`src/rtl/my_spi_pkg.sv`:
```
// Shared constants for the my_spi SPI mode-0 slave.
//   SPI_WIDTH        default frame width in bits
//   SPI_SYNC_STAGES  default depth of the pin synchronizers
//   MISO_IDLE        level driven on MISO while deselected
//   NO_DATA          reply byte sent when no tx data is offered
package my_spi_pkg;

    localparam int unsigned SPI_WIDTH       = 8;
    localparam int unsigned SPI_SYNC_STAGES = 2;

    localparam logic       MISO_IDLE = 1'b0;
    localparam logic [7:0] NO_DATA   = 8'h00;

endpackage : my_spi_pkg

```
`src/rtl/my_spi_if.sv`:
```
// Bus bundle for my_spi: SPI pins, receive/transmit byte handshake and debug probe.
//   slave  : the my_spi block (samples SPI pins and tx side, drives MISO and rx side)
//   master : the surrounding system / SPI master model
interface my_spi_if
    import my_spi_pkg::*;
#(
    parameter int unsigned WIDTH = SPI_WIDTH
);

    logic             iSPIClk;
    logic             iSPIMOSI;
    logic             iSPICS;
    logic             oSPIMISO;
    logic [WIDTH-1:0] oRx;
    logic             oRxReady;
    logic [WIDTH-1:0] tx;
    logic             txReady;
    logic [15:0]      probe;

    modport slave (
        input  iSPIClk, iSPIMOSI, iSPICS, tx, txReady, probe,
        output oSPIMISO, oRx, oRxReady
    );

    modport master (
        output iSPIClk, iSPIMOSI, iSPICS, tx, txReady, probe,
        input  oSPIMISO, oRx, oRxReady
    );

endinterface : my_spi_if

```
`src/rtl/my_spi_sync_edge.sv`:
```
// Multi-flop synchronizer for one asynchronous input with edge pulses.
//   clk, rst_n : sysclk domain clock and async active-low reset
//   async_in   : raw pin
//   sync       : synchronized level (reset value RESET_VAL)
//   rise_c     : one-cycle pulse on a synchronized 0->1 transition
//   fall_c     : one-cycle pulse on a synchronized 1->0 transition
module spi_sync_edge #(
    parameter int unsigned STAGES    = 2,
    parameter logic        RESET_VAL = 1'b0
) (
    input  logic clk,
    input  logic rst_n,
    input  logic async_in,
    output logic sync,
    output logic rise_c,
    output logic fall_c
);

    logic [STAGES-1:0] chain;
    logic              prev;

    // Synchronizer chain plus one delayed copy for edge detection.
    always_ff @(posedge clk or negedge rst_n) begin
        if (!rst_n) begin
            chain <= {STAGES{RESET_VAL}};
            prev  <= RESET_VAL;
        end else begin
            chain <= {chain[STAGES-2:0], async_in};
            prev  <= chain[STAGES-1];
        end
    end

    assign sync   = chain[STAGES-1];
    assign rise_c = sync & ~prev;
    assign fall_c = ~sync & prev;

endmodule : spi_sync_edge

```
`src/rtl/my_spi.sv`:
```
// SPI mode-0 slave (CPOL=0, CPHA=0, MSB first) oversampled by sysclk.
//   sysclk : system clock, all logic on rising edge
//   iRstN  : async active-low reset, release synchronized internally
//   bus    : my_spi_if slave modport (SPI pins, oRx/oRxReady, tx/txReady, probe)
module my_spi
    import my_spi_pkg::*;
#(
    parameter int unsigned WIDTH       = SPI_WIDTH,
    parameter int unsigned SYNC_STAGES = SPI_SYNC_STAGES
) (
    input  logic     sysclk,
    input  logic     iRstN,
    my_spi_if.slave  bus
);

    localparam int unsigned CNT_W = $clog2(WIDTH);

    logic [1:0]             rst_chain;
    logic                   rst_n;
    logic                   sck_sync;
    logic                   sck_rise;
    logic                   sck_fall;
    logic                   cs_sync;
    logic                   cs_fall;
    logic                   cs_rise_unused;
    logic                   sck_level_unused;
    logic [SYNC_STAGES-1:0] mosi_chain;
    logic                   mosi;
    logic [CNT_W-1:0]       bit_cnt;
    logic [WIDTH-2:0]       rx_sh;
    logic [WIDTH-1:0]       tx_sh;
    logic [WIDTH-1:0]       rx_q;
    logic                   rx_ready_q;
    logic [WIDTH-1:0]       load_val_c;
    logic                   probe_unused;

    // Reset asserts asynchronously, releases on a sysclk edge.
    always_ff @(posedge sysclk or negedge iRstN) begin
        if (!iRstN) begin
            rst_chain <= 2'b00;
        end else begin
            rst_chain <= {rst_chain[0], 1'b1};
        end
    end
    assign rst_n = rst_chain[1];

    spi_sync_edge #(.STAGES(SYNC_STAGES), .RESET_VAL(1'b0)) u_sck_sync (
        .clk      (sysclk),
        .rst_n    (rst_n),
        .async_in (bus.iSPIClk),
        .sync     (sck_sync),
        .rise_c   (sck_rise),
        .fall_c   (sck_fall)
    );

    // CS resets to deselected so reset release never fakes a falling edge.
    spi_sync_edge #(.STAGES(SYNC_STAGES), .RESET_VAL(1'b1)) u_cs_sync (
        .clk      (sysclk),
        .rst_n    (rst_n),
        .async_in (bus.iSPICS),
        .sync     (cs_sync),
        .rise_c   (cs_rise_unused),
        .fall_c   (cs_fall)
    );

    assign sck_level_unused = sck_sync;

    // MOSI uses the same depth as SCK so data and clock stay aligned.
    always_ff @(posedge sysclk or negedge rst_n) begin
        if (!rst_n) begin
            mosi_chain <= '0;
        end else begin
            mosi_chain <= {mosi_chain[SYNC_STAGES-2:0], bus.iSPIMOSI};
        end
    end
    assign mosi = mosi_chain[SYNC_STAGES-1];

    assign load_val_c = bus.txReady ? bus.tx : WIDTH'(NO_DATA);

    // Shift engine. The byte-boundary tx load is taken on the first falling
    // SCK of the new byte (bit_cnt wrapped to 0), which gives the host the
    // rest of the last SCK high phase to react to oRxReady before the reply
    // is captured. MISO is the registered MSB of the transmit shifter.
    always_ff @(posedge sysclk or negedge rst_n) begin
        if (!rst_n) begin
            bit_cnt    <= '0;
            rx_sh      <= '0;
            tx_sh      <= '0;
            rx_q       <= '0;
            rx_ready_q <= 1'b0;
        end else begin
            rx_ready_q <= 1'b0;
            if (cs_fall) begin
                // CS wins over any SCK edge detected in the same cycle.
                bit_cnt <= '0;
                rx_sh   <= '0;
                tx_sh   <= load_val_c;
            end else if (cs_sync) begin
                // Deselected: drop any partial byte and idle MISO.
                bit_cnt <= '0;
                rx_sh   <= '0;
                tx_sh   <= {WIDTH{MISO_IDLE}};
            end else begin
                if (sck_rise) begin
                    rx_sh   <= {rx_sh[WIDTH-3:0], mosi};
                    bit_cnt <= bit_cnt + CNT_W'(1);
                    if (bit_cnt == CNT_W'(WIDTH - 1)) begin
                        rx_q       <= {rx_sh, mosi};
                        rx_ready_q <= 1'b1;
                    end
                end
                if (sck_fall) begin
                    if (bit_cnt == '0) begin
                        tx_sh <= load_val_c;
                    end else begin
                        tx_sh <= {tx_sh[WIDTH-2:0], 1'b0};
                    end
                end
            end
        end
    end

    assign bus.oSPIMISO = tx_sh[WIDTH-1];
    assign bus.oRx      = rx_q;
    assign bus.oRxReady = rx_ready_q;

    // Debug bus is observed only.
    assign probe_unused = ^bus.probe;

endmodule : my_spi

```
`src/flat_wrapper.sv`:
```
// flat-port wrapper written by rule: the top's interface ports become plain ports
module my_spi_flat import my_spi_pkg::*;
#(
    parameter int unsigned WIDTH       = SPI_WIDTH,
    parameter int unsigned SYNC_STAGES = SPI_SYNC_STAGES
)
  (sysclk, iRstN, bus_iSPIClk, bus_iSPIMOSI, bus_iSPICS, bus_tx, bus_txReady, bus_probe, bus_oSPIMISO, bus_oRx, bus_oRxReady);
  my_spi_if #(.WIDTH(WIDTH)) bus_i ();
  input  logic sysclk;
  input  logic iRstN;
  input wire logic [$bits(bus_i.iSPIClk)-1:0] bus_iSPIClk;
  input wire logic [$bits(bus_i.iSPIMOSI)-1:0] bus_iSPIMOSI;
  input wire logic [$bits(bus_i.iSPICS)-1:0] bus_iSPICS;
  input wire logic [$bits(bus_i.tx)-1:0] bus_tx;
  input wire logic [$bits(bus_i.txReady)-1:0] bus_txReady;
  input wire logic [$bits(bus_i.probe)-1:0] bus_probe;
  output wire logic [$bits(bus_i.oSPIMISO)-1:0] bus_oSPIMISO;
  output wire logic [$bits(bus_i.oRx)-1:0] bus_oRx;
  output wire logic [$bits(bus_i.oRxReady)-1:0] bus_oRxReady;
  assign bus_i.iSPIClk = bus_iSPIClk;
  assign bus_i.iSPIMOSI = bus_iSPIMOSI;
  assign bus_i.iSPICS = bus_iSPICS;
  assign bus_i.tx = bus_tx;
  assign bus_i.txReady = bus_txReady;
  assign bus_i.probe = bus_probe;
  assign bus_oSPIMISO = bus_i.oSPIMISO;
  assign bus_oRx = bus_i.oRx;
  assign bus_oRxReady = bus_i.oRxReady;
  my_spi #(.WIDTH(WIDTH), .SYNC_STAGES(SYNC_STAGES)) u_core (.sysclk(sysclk), .iRstN(iRstN), .bus(bus_i));
endmodule
```
`config.mk`:
```
export PLATFORM = sky130hd
export DESIGN_NAME = my_spi_flat
export DESIGN_NICKNAME = d
export VERILOG_FILES = /design/src/rtl/my_spi_pkg.sv /design/src/rtl/my_spi_if.sv /design/src/rtl/my_spi_sync_edge.sv /design/src/rtl/my_spi.sv /design/src/flat_wrapper.sv
export SDC_FILE = /design/constraint.sdc
export NUM_CORES = 1
export LEC_CHECK = 0
export CORE_MARGIN = 8
export CORE_UTILIZATION = 40
export CTS_CLUSTER_DIAMETER = 80
export DETAILED_ROUTE_END_ITERATION = 12
export GPL_TIMING_DRIVEN = 0
export PLACE_DENSITY_LB_ADDON = 0.12
export REMOVE_ABC_BUFFERS = 1
export SETUP_SLACK_MARGIN = 0.15
export SLEW_MARGIN = 20
export SYNTH_ARGS = -nofsm -noshare
export SYNTH_HDL_FRONTEND = slang
export SYNTH_SLANG_ARGS = --single-unit
```
`constraint.sdc`:
```
create_clock -name sysclk -period 2.4 [get_ports sysclk]
set_input_delay 0.24 -clock sysclk [delete_from_list [all_inputs] [get_ports sysclk]]
set_output_delay 0.24 -clock sysclk [all_outputs]
set_load 0.01 [all_outputs]
```
# == After elaboration in Yosys (flattened, before gate mapping) ==
# Index checks and enable logic that the tools add are counted.
# op_classes
n_addsub,1
eq_ne,1
n_mux,15
n_bitwise,7
reduce_logical,4
# ops
cell,count
two-way mux 8 bit,5
two-way mux 7 bit,3
two-way mux 3 bit,3
nonzero test 3 bit,2
two-way mux 1 bit,4
NOT 1 bit,4
AND reduction 4 bit,1
adder 3 x 1 -> 3 bit (second input constant),1
AND 1 bit,3
equality test 3 bit (second input constant),1
zero test 3 bit,1
# totals
regBits,37
in_bits,30
elab_cells,39

# == Depth between registers and ports, before layout ==
# Gate-level depths: netlist of the first run.
# logic_depth
word_depth,5
ltp_mapped,6
mapped_depth_nobuf,5

# == Modules after synthesis ==
# From an unflattened synthesis of the first run, not the netlist that was laid out.
# unflattened
cells_unflattened,129
area_unflattened_um2,1599.0
# modules_own_cells
module,instances,cells_each,area_each_um2,seq_area_each_um2
my_spi,1,119,1415.1,775.7
spi_sync_edge at u_core.u_cs_sync,1,5,93.8,78.8
spi_sync_edge at u_core.u_sck_sync,1,5,90.1,75.1

# == Worst setup path before layout of the first run ==
# Ideal clock, no wire load.
# synth_path
path_type,reg2reg
start,reg u_core.bit_cnt[0]
end,"reg u_core.rx_q[0], in the netlist u_core.bus.oRx[0]"
setup_time_ns,0.125
arrival_ns,1.225
required_ns,2.275
path_slack_ns,1.050
path_stages_with_launch,5
period_less_slack_ns,1.350
cell_sequence,dfrtp_1 > ha_1 > ha_1 > nand3_4 > mux2_4
# synth_via
elab_chain_len,2
# synth_rtl
element,line,source
from (decl),my_spi.sv:29,logic [CNT_W-1:0] bit_cnt;
from (signal assigned),my_spi.sv:106,bit_cnt <= bit_cnt + CNT_W'(1);
equality test 3 bit,my_spi.sv:107,if (bit_cnt == CNT_W'(WIDTH - 1)) begin
AND reduction 4 bit (no source line),-,
to (signal assigned),my_spi.sv:108,"rx_q <= {rx_sh, mosi};"
to (decl),my_spi.sv:32,logic [WIDTH-1:0] rx_q;
# No other way between the ends.
# A chain may end at the register's enable or synchronous reset.

# == Worst setup path after layout of the first run ==
# layout_path
start,reg u_core.u_sck_sync.chain[1]
end,"reg u_core.rx_q[4], in the netlist u_core.bus.oRx[4]"
# layout_via
elab_chain_len,2
# layout_rtl
element,line,source
from (decl),my_spi_sync_edge.sv:19,logic [STAGES-1:0] chain;
from (signal assigned),my_spi_sync_edge.sv:25,chain <= {STAGES{RESET_VAL}};
from (signal assigned),my_spi_sync_edge.sv:28,"chain <= {chain[STAGES-2:0], async_in};"
AND 1 bit,my_spi_sync_edge.sv:34,assign rise_c = sync & ~prev;
AND reduction 4 bit (no source line),-,
# No other way between the ends.

==> results.cfg, run 1 <==
[layout]
multiInputGateArea_sq_um = 629.4
postLayoutCoreUtil_pct = 49.21
seq_area_sq_um = 930.9
fin_nets = 192
areaGrowthSynthToFinish_pct = 20.15
fill_cells = 353
drive_above_1_share_pct = 14.37
antenna_cells = 0

[sta]
period_share_pct = 66.57
fin_setup_tns_ns = 0
maxSlewHeadroom_pct = 49.56
tightest_slew_ns = 0.7566
clock_skew_ns = 0.007856
hold_viol_final = 0
setup_viol = 0
rsz0062_at_grt = false
final.min_clock_period_ns = 1.598
drv_slew = 0
max_freq_mhz = 625.9

[synth]
synthAdderAreaFrac_pct = 2.308
ys_warn_count = 0
syn_area_per_cell_sq_um = 11.79
synth_cell_type_count = 31
synth_compound_area_share_pct = 12.23
synth_xor_area_share_pct = 0.5385
synth-simple-area-share_pct = 16.00
ys_seq_elements = 37
seq_area_frac_synth_pct = 57.15
netlist_area_sq_um = 1627
synthMuxAreaShare_pct = 7.385
synth_top_family_by_area = simple AND/OR/NAND/NOR gates
postSynthCellCount = 138

[power_and_ir_drop]
power.leakage_uw = 0.0008654
powerDensity_nw_per_um2 = 593.0
ir_drop_mv = 0.3498

[clocking]
path_clk_slew_ns = 0.07
cts_buffer_depth = 2
post_cts_resized = 0
cts.htree.levels = 2
holdBufCountCts = 0
insertion_delay_ns = 0.29
clock-sinks = 37
post_cts_buffers = 0
cts-root-buf = clkbuf_8
cts_inserted_buffers = 5
cts_tree = yes

[die]
rows = 23
die-area_sq_um = 6363
io_pins = 40
start_util_pct = 40.96
die_y_microns = 79.77
coreArea_sq_um = 3971
die_w_microns = 79.77

[worst_setup_path]
crit_end = u_core.bus.oRx[4]
worstRegToRegCells = 3
critical_path.max_fanout = 11
r2r_slack_ns = 0.80
cp_num_cells = 3
crit_type = reg -> reg
worst_setup_path_end_kind = flop
arrival_ns = 1.77
crit_buf_inv = 0
startpoint = u_core.u_sck_sync.chain[1]
critPathTopFamily = simple AND/OR/NAND/NOR gates
max_stage_delay_ns = 0.48
path_cells = nor2b_2, nand3_4, mux2_4
cp.required_ns = 2.57
r2r_end = u_core.bus.oRx[4]
start_kind = flop
r2r-start = u_core.u_sck_sync.chain[1]
cpMaxStageDelayCell = nor2b_2

[detailed_routing]
ant_nets = 0
drt-pass1-iter-count = 4
wl_mm = 3.157
drc = 0
num_vias = 1098
drt_iter0_drc = 75
wl_per_cell_microns = 15.03
avgViaCountPerCell = 5.229

[global_route]
grt_antenna_before_repair = 0
grt_pass1_wl_mm = 5.375
gr-total-overflow = 0
grt_pass1_vias = 1110
gr-usage-all-layers_pct = 10.68
grt_max_degree = 36

[placed_design]
hpwlAfterDp_mm = 2.042
io_buffers = 23
finalWeightedCongestion = 0.7397

[run_status]
status = finished clean

[run]
cap_viol_max_count = 0

[min_path]
hp-class = in -> async
through the flow:
step | hold WS (ns) | instances | total power (uW) | setup slack, ns | instance area (sq um)
6_report | 0.1101 | 210 | 1159 | 0.8024 | 1954
5_1_grt | 0.09466 | 210 | 1215 | 0.6519 | 1954
4_1_cts | 0.09617 | 210 | 1180 | 0.7821 | 1954
3_5_place_dp | 0.3388 | 202 | 756.1 | 0.8006 | 1868
3_3_place_gp | 0.3340 | 202 | 752.7 | 0.8040 | 1867
2_1_floorplan | -0.05559 | 129 | 711.6 | 1.021 | 1574
cells in the mapped netlist (all sizes together):
cell,count,share of area (%)
nand2,19,4.4
o21ai,1,0.31
xnor2,1,0.54
inv,4,0.92
and4b,7,4.3
conb,1,0.23
dfstp,3,4.8
or2,2,0.77
a31oi,2,0.77
mux2,8,7.4
ha,3,2.3
dfrtp,34,52
nor2,3,0.85
buf,8,2.9
or2b,1,0.46
nand2b,2,0.77
a21oi,15,4.6
and2b,2,0.92
nand3,1,1.1
o22ai,7,2.7
nor2b,5,2.1
a32o,1,0.62
a32oi,6,3.2
clkbuf,1,0.31
and3,1,0.38
where the power goes:
group	internal (uW)	switching [uW]
clock	200	215
combinational	41.1	37.0
sequential	642	23.6
worst reg2reg max path, cell delays in order, from the launching register on:
cell and delay, ns:
dfrtp_1 0.37, nor2b_2 0.48, nand3_4 0.27, mux2_4 0.37
cell families after synthesis:
group	Yosys count
xor gates and xnor gates	1
AOI/OAI and AO/OA	32
and+or+nand+nor	43
buffers and inverters	13
DFF	37
other	1
muxes	8
adders and majority gates	3
per-layer routing:
layer	GRT usage (%)	vias up	part of all wire [%]
met5	0	-	0
met4	3.818	0	0.29
met3	4.167	2	5.5
met2	16.30	28	48
met1	13.39	540	47
li1	-	528	-
worst min path at each step:
stage	slack, ns	cells past startpoint	end
finish	0.11	1	u_core.rst_chain[0]
global placement	0.33	0	u_core.u_sck_sync.chain[1]
floorplan	-0.06	0	u_core.rst_chain[0]
detailed placement	0.34	0	u_core.mosi_chain[1]
CTS	0.1	1	u_core.rst_chain[0]
global route	0.09	1	u_core.rst_chain[0]
cell type report:
cell class                 instances  share of cell area (%)
multi-input combinational         88                   32.20
clock inverter                     3                  0.8963
inverter                           4                  0.7682
sequential                        37                   47.63
timing repair buffer              23                   11.78
clock buffer                       5                   3.521
tap                               50                   3.201
state kept, by name (all words and copies together) (netlist names):
register and flops:
u_core.bit_cnt 3, u_core.bus.oRx 8, u_core.bus.oRxReady 1, u_core.mosi_chain 2, u_core.rst_chain 2, u_core.rx_sh 7, u_core.tx_sh 8, u_core.u_cs_sync.chain 2
u_core.u_cs_sync.prev 1, u_core.u_sck_sync.chain 2, u_core.u_sck_sync.prev 1
cell usage in the layout, fill, tap and decap left out, types with 2 or more instances in the layout:
cell type | synthesis | routed
clkdlybuf4s50_1 | 0 | 23
clkinv_2 | 0 | 2
nor2b_1 | 4 | 4
nand2b_1 | 2 | 2
dfrtp_1 | 34 | 33
dfstp_2 | 3 | 3
a31oi_1 | 2 | 2
clkbuf_8 | 0 | 5
a32oi_1 | 6 | 6
mux2_4 | 8 | 8
nand2_1 | 19 | 19
nor2_1 | 2 | 2
ha_1 | 3 | 3
and4b_1 | 7 | 7
a21oi_1 | 15 | 15
o22ai_1 | 7 | 7
and2b_1 | 2 | 2
inv_1 | 4 | 4
No activity file was read; power rests on OpenSTA's default activity.
==> inputs of run 2 (changes only) <==
- clock period: 2.4 -> 1.55 ns (I/O delays scaled with it)
==> run 2 against run 1 <==
Via count grew 6.6%. Combinational power grew 87%. Final area grew 5.1%. Power grew 57%. Largest cell class unchanged.
==> results.cfg, run 2 (same netlist as run 1, synthesis figures left out) <==
[clocking]
holdBufCountCts = 0
path_clk_slew_ns = 0.07
cts.htree.levels = 2
insertion_delay_ns = 0.29
cts_inserted_buffers = 5
cts_buffer_depth = 2
cts-root-buf = clkbuf_8
clock-sinks = 37
cts_tree = yes

[layout]
areaGrowthSynthToFinish_pct = 26.23
seq_area_sq_um = 932.1
final_cell_mix = 32 x dfrtp_1, 23 x clkdlybuf4s50_1, 19 x nand2_1
antenna_cells = 0
final_cells = 217
final_common_cell = dfrtp_1
fin_nets = 199
drive_above_1_share_pct = 20.96
fill_cells = 343
multiInputGateArea_sq_um = 681.9

[power_and_ir_drop]
p_clk_share_pct = 35.7
finalPower_uw = 1822
powerDensity_nw_per_um2 = 887.2
p_comb_share_pct = 8.0
ir_drop_mv = 0.5583
p_int_uw = 1380
p_sw_share_pct = 24.25
power.leakage_uw = 0.0008959
p_seq_share_pct = 56.3
p_sw_uw = 441.7

[die]
die_y_microns = 79.77
coreArea_sq_um = 3971
die-area_sq_um = 6363
start_util_pct = 40.96
io_pins = 40
die_w_microns = 79.77
rows = 23

[detailed_routing]
avgViaCountPerCell = 5.392
drt_iter0_drc = 92
met2_length_mm = 1.582
drc = 0
wl_mm = 3.339
top_layer = met4
drt-pass1-iter-count = 4
met3_length_microns = 210
num_vias = 1170
wl_per_cell_microns = 15.39
ant_nets = 0
wl_met1_mm = 1.519

[worst_setup_path]
crit_type = reg -> reg
critPathTopFamily = adder cells
path_cells = ha_1, ha_4, nand3_4, mux2_4
critical_path.max_fanout = 5
r2r_slack_ns = 0.17
start_kind = flop
cpMaxStageDelayCell = dfrtp_1
arrival_ns = 1.55
crit_buf_inv = 0
worst_setup_path_end_kind = flop
cp.required_ns = 1.72
max_stage_delay_ns = 0.40

[sta]
fin_hold_ws_ns = 0.02395
final.min_clock_period_ns = 1.379
max_freq_mhz = 725.0
finalWorstSetupSlack_ns = 0.1707
rsz0062_at_grt = false
tightest_slew_ns = 0.7683
maxSlewHeadroom_pct = 48.78
drv_slew = 0
clock_skew_ns = 0.007375
period_share_pct = 88.99
hold_viol_final = 0
setup_viol = 0

[global_route]
grt_antenna_before_repair = 0
grt_max_degree = 36
grt_pass1_wl_mm = 5.554
grt_pass1_vias = 1157
gr-total-overflow = 0
gr-usage-all-layers_pct = 11.01

[placed_design]
dp_slack_ns = -0.04937
dpl.cell_count = 202
hpwlAfterDp_mm = 2.042
finalWeightedCongestion = 0.7397
io_buffers = 23

[run]
cap_viol_max_count = 0

[run_status]
status = finished clean

[min_path]
hp-class = in -> async
run 2: cell types whose count changed in the layout (fill, tap and decap cells not counted), sizes merged:
cell	before	now
nand3	1	2
buf	0	6
run 2: power groups by stage:
stage	logic, uW	registers [uW]	clock network [uW]
after global routing	158	1030	711
after CTS	133	1030	674
after detailed placement	120	1050	0
after global placement	117	1050	0
final	146	1030	650
after floorplan	62.7	1040	0
run 2: final timing paths:
kind	from	end	depth (start not counted)
worst max-delay path	u_core.bit_cnt[0]	u_core.bus.oRx[4]	4
worst min-delay path	iRstN	u_core.rst_chain[0]	1
worst max register to register	u_core.bit_cnt[0]	u_core.bus.oRx[4]	4
worst min register to register	u_core.rst_chain[1]	u_core.tx_sh[6]	0
max in group asynchronous	u_core.rst_chain[1]	u_core.bit_cnt[2]	0
min in group sysclk	bus_iSPICS	u_core.u_cs_sync.chain[0]	1
run 2: metal layers:
layer	up-vias	track usage, %
met3	6	4.167
li1	544	-
met4	0	4.545
met1	581	14.08
met5	-	0
met2	39	16.30
run 2: cell type report:
type | instances | area share, %
Timing Repair Buffer | 29 | 13.41
Multi-Input combinational cell | 89 | 33.21
Tap cell | 50 | 3.047
Clock buffer | 5 | 3.352
Sequential cell | 37 | 45.40
Clock inverter | 3 | 0.8531
Inverter | 4 | 0.7313
run 2: per-stage QoR:
stage	area [sq um]	utilization (%)	setup TNS, ns
global route	2053	51.70	0
floorplan	1574	-	0
detailed placement	1868	47.04	-0.3509
CTS	2007	50.54	0
finish	2053	51.70	0
global placement	1867	47.01	-0.3523
run 2: worst reg2reg max path, cell delays in order, from the launching register on:
cell and delay, ns:
dfrtp_1 0.40, ha_1 0.24, ha_4 0.19, nand3_4 0.12, mux2_4 0.32
run 2: timing repair:
item / in CTS / in global routing
endpoints found under the setup margin: 16 / 15
buffers inserted: 3 / 3
cloned: 1 / 0
gates resized for setup: 6 / 4
==> inputs of run 3 (changes only) <==
- PLACE_DENSITY: default -> 0.69
- PLACE_DENSITY_LB_ADDON: 0.12 -> default
==> run 3 against run 2 <==
Combinational power shrank 3%. Core utilization up 0.16 points. Power grew 1.3%. Wire length shrank 0.18%. Final area is 0.30% higher. Count of clock-buffer cells in the layout grew 3. Die area unchanged. Via count unchanged. First-iteration DRC count fell by 60%. Critical path depth unchanged. Flip-flop and latch count did not move. Hold slack barely moved. Largest power group unchanged.
==> results.cfg, run 3 (same netlist as run 1, synthesis figures left out) <==
[run_status]
status = finished clean

[worst_setup_path]
crit_end = u_core.bus.oRx[1]
crit_buf_inv = 0
cpMaxStageDelayCell = dfrtp_1
max_stage_delay_ns = 0.40
start_kind = flop
crit_type = reg -> reg
r2r_end = u_core.bus.oRx[1]
cp.required_ns = 1.72
critical_path.max_fanout = 5
critPathTopFamily = adder cells
worst_setup_path_end_kind = flop
arrival_ns = 1.54
worstRegToRegCells = 4
path_cells = ha_1, ha_4, nand3_4, mux2_4
r2r-start = u_core.bit_cnt[0]
r2r_slack_ns = 0.18
cp_num_cells = 4
startpoint = u_core.bit_cnt[0]

[clocking]
holdBufCountCts = 0
cts.htree.levels = 2
cts_inserted_buffers = 5
insertion_delay_ns = 0.28
cts-root-buf = clkbuf_8
clock-sinks = 37
path_clk_slew_ns = 0.07
cts_buffer_depth = 2
cts_tree = yes

[die]
rows = 23
start_util_pct = 40.96
die-area_sq_um = 6363
coreArea_sq_um = 3971
io_pins = 40
die_w_microns = 79.77
die_y_microns = 79.77

[sta]
rsz0062_at_grt = true
fin_hold_ws_ns = 0.02434
period_share_pct = 88.50
finalWorstSetupSlack_ns = 0.1782
maxSlewHeadroom_pct = 51.88
setup_viol = 0
max_freq_mhz = 729.0
drv_slew = 0
clock_skew_ns = 0.003920
hold_viol_final = 0
tightest_slew_ns = 0.7218
final.min_clock_period_ns = 1.372

[placed_design]
io_buffers = 23
hpwlAfterDp_mm = 2.175
dpl.cell_count = 202
finalWeightedCongestion = 0.8157
dp_slack_ns = -0.06183

[power_and_ir_drop]
finalPower_uw = 1846
power.leakage_uw = 0.0009043
ir_drop_mv = 0.5299
powerDensity_nw_per_um2 = 896.4

[detailed_routing]
wl_per_cell_microns = 15.22
ant_nets = 0
drt_iter0_drc = 37
num_vias = 1170
avgViaCountPerCell = 5.342
drc = 0
wl_mm = 3.333
drt-pass1-iter-count = 4

[run]
cap_viol_max_count = 0

[layout]
areaGrowthSynthToFinish_pct = 26.62
final_cell_mix = 32 x dfrtp_1, 23 x clkdlybuf4s50_1, 19 x nand2_1
drive_above_1_share_pct = 20.12
final_common_cell = dfrtp_1
fin_nets = 201
antenna_cells = 0
postLayoutCoreUtil_pct = 51.86
final_cells = 219

[global_route]
gr-total-overflow = 0
gr-usage-all-layers_pct = 11.32
grt_pass1_vias = 1260
grt_antenna_before_repair = 0
grt_pass1_wl_mm = 5.713
grt_max_degree = 36

[min_path]
hp-class = in -> async
[run 3: cell count changes in the layout (fill, tap and decap cells not counted), sizes merged]
| cell | previous run | this run |
|---|---|---|
| buf | 6 | 8 |
| clkbuf | 5 | 8 |
| clkinv | 2 | 0 |
| clkinvlp | 1 | 0 |
[run 3: worst reg2reg max path: cells and delay by family, from the launching register on]
kind	cells	cell delay (ns)
adders and majority gates	2	0.43
muxes	1	0.31
and+or+nand+nor	1	0.11
DFF	1	0.40
[run 3: power by group]
| group | leakage (uW) | internal (uW) | switching (uW) |
|---|---|---|---|
| sequential | 0.000484 | 994 | 35.1 |
| combinational | 0.000375 | 76.4 | 64.9 |
| clock | 0.0000455 | 362 | 313 |
| total | 0.000904 | 1430 | 413 |
[run 3: through the flow]
stage | setup TNS [ns] | instance area [sq um]
6_report | 0 | 2059
2_1_floorplan | 0 | 1574
4_1_cts | 0 | 2003
5_1_grt | 0 | 2059
3_5_place_dp | -0.4407 | 1868
3_3_place_gp | -0.2143 | 1867
[run 3: worst min-delay path by stage]
stage	cells after the start	slack, ns	from	end
after floorplan	0	-0.14	iRstN	u_core.rst_chain[0]
after global placement	1	0.33	iRstN	u_core.rst_chain[0]
after detailed placement	1	0.33	iRstN	u_core.rst_chain[0]
after CTS	1	0.02	iRstN	u_core.rst_chain[0]
after global routing	1	0.02	iRstN	u_core.rst_chain[0]
final	1	0.02	iRstN	u_core.rst_chain[0]
[run 3: cell type report]
cell class,count,area [sq um]
Fill cell,356,1912
Sequential cell,37,932.1
Multi-Input combinational cell,89,669.4
Timing Repair Buffer,31,290.3
Clock buffer,8,90.09
Tap cell,50,62.56
Inverter,4,15.01
[run 3: what timing repair did]
item,in CTS,in global routing
endpoints found under the setup margin,16,16
resized for setup,4,5
cloned,1,0
pin swaps,0,0
setup buffers,3,5
[run 3: routing by layer]
layer	track usage (%)	share of wire, %	vias up
li1	-	-	548
met1	13.61	45	581
met2	18.34	46	35
met3	4.167	7.0	6
met4	3.636	1.3	0
met5	0	0	-
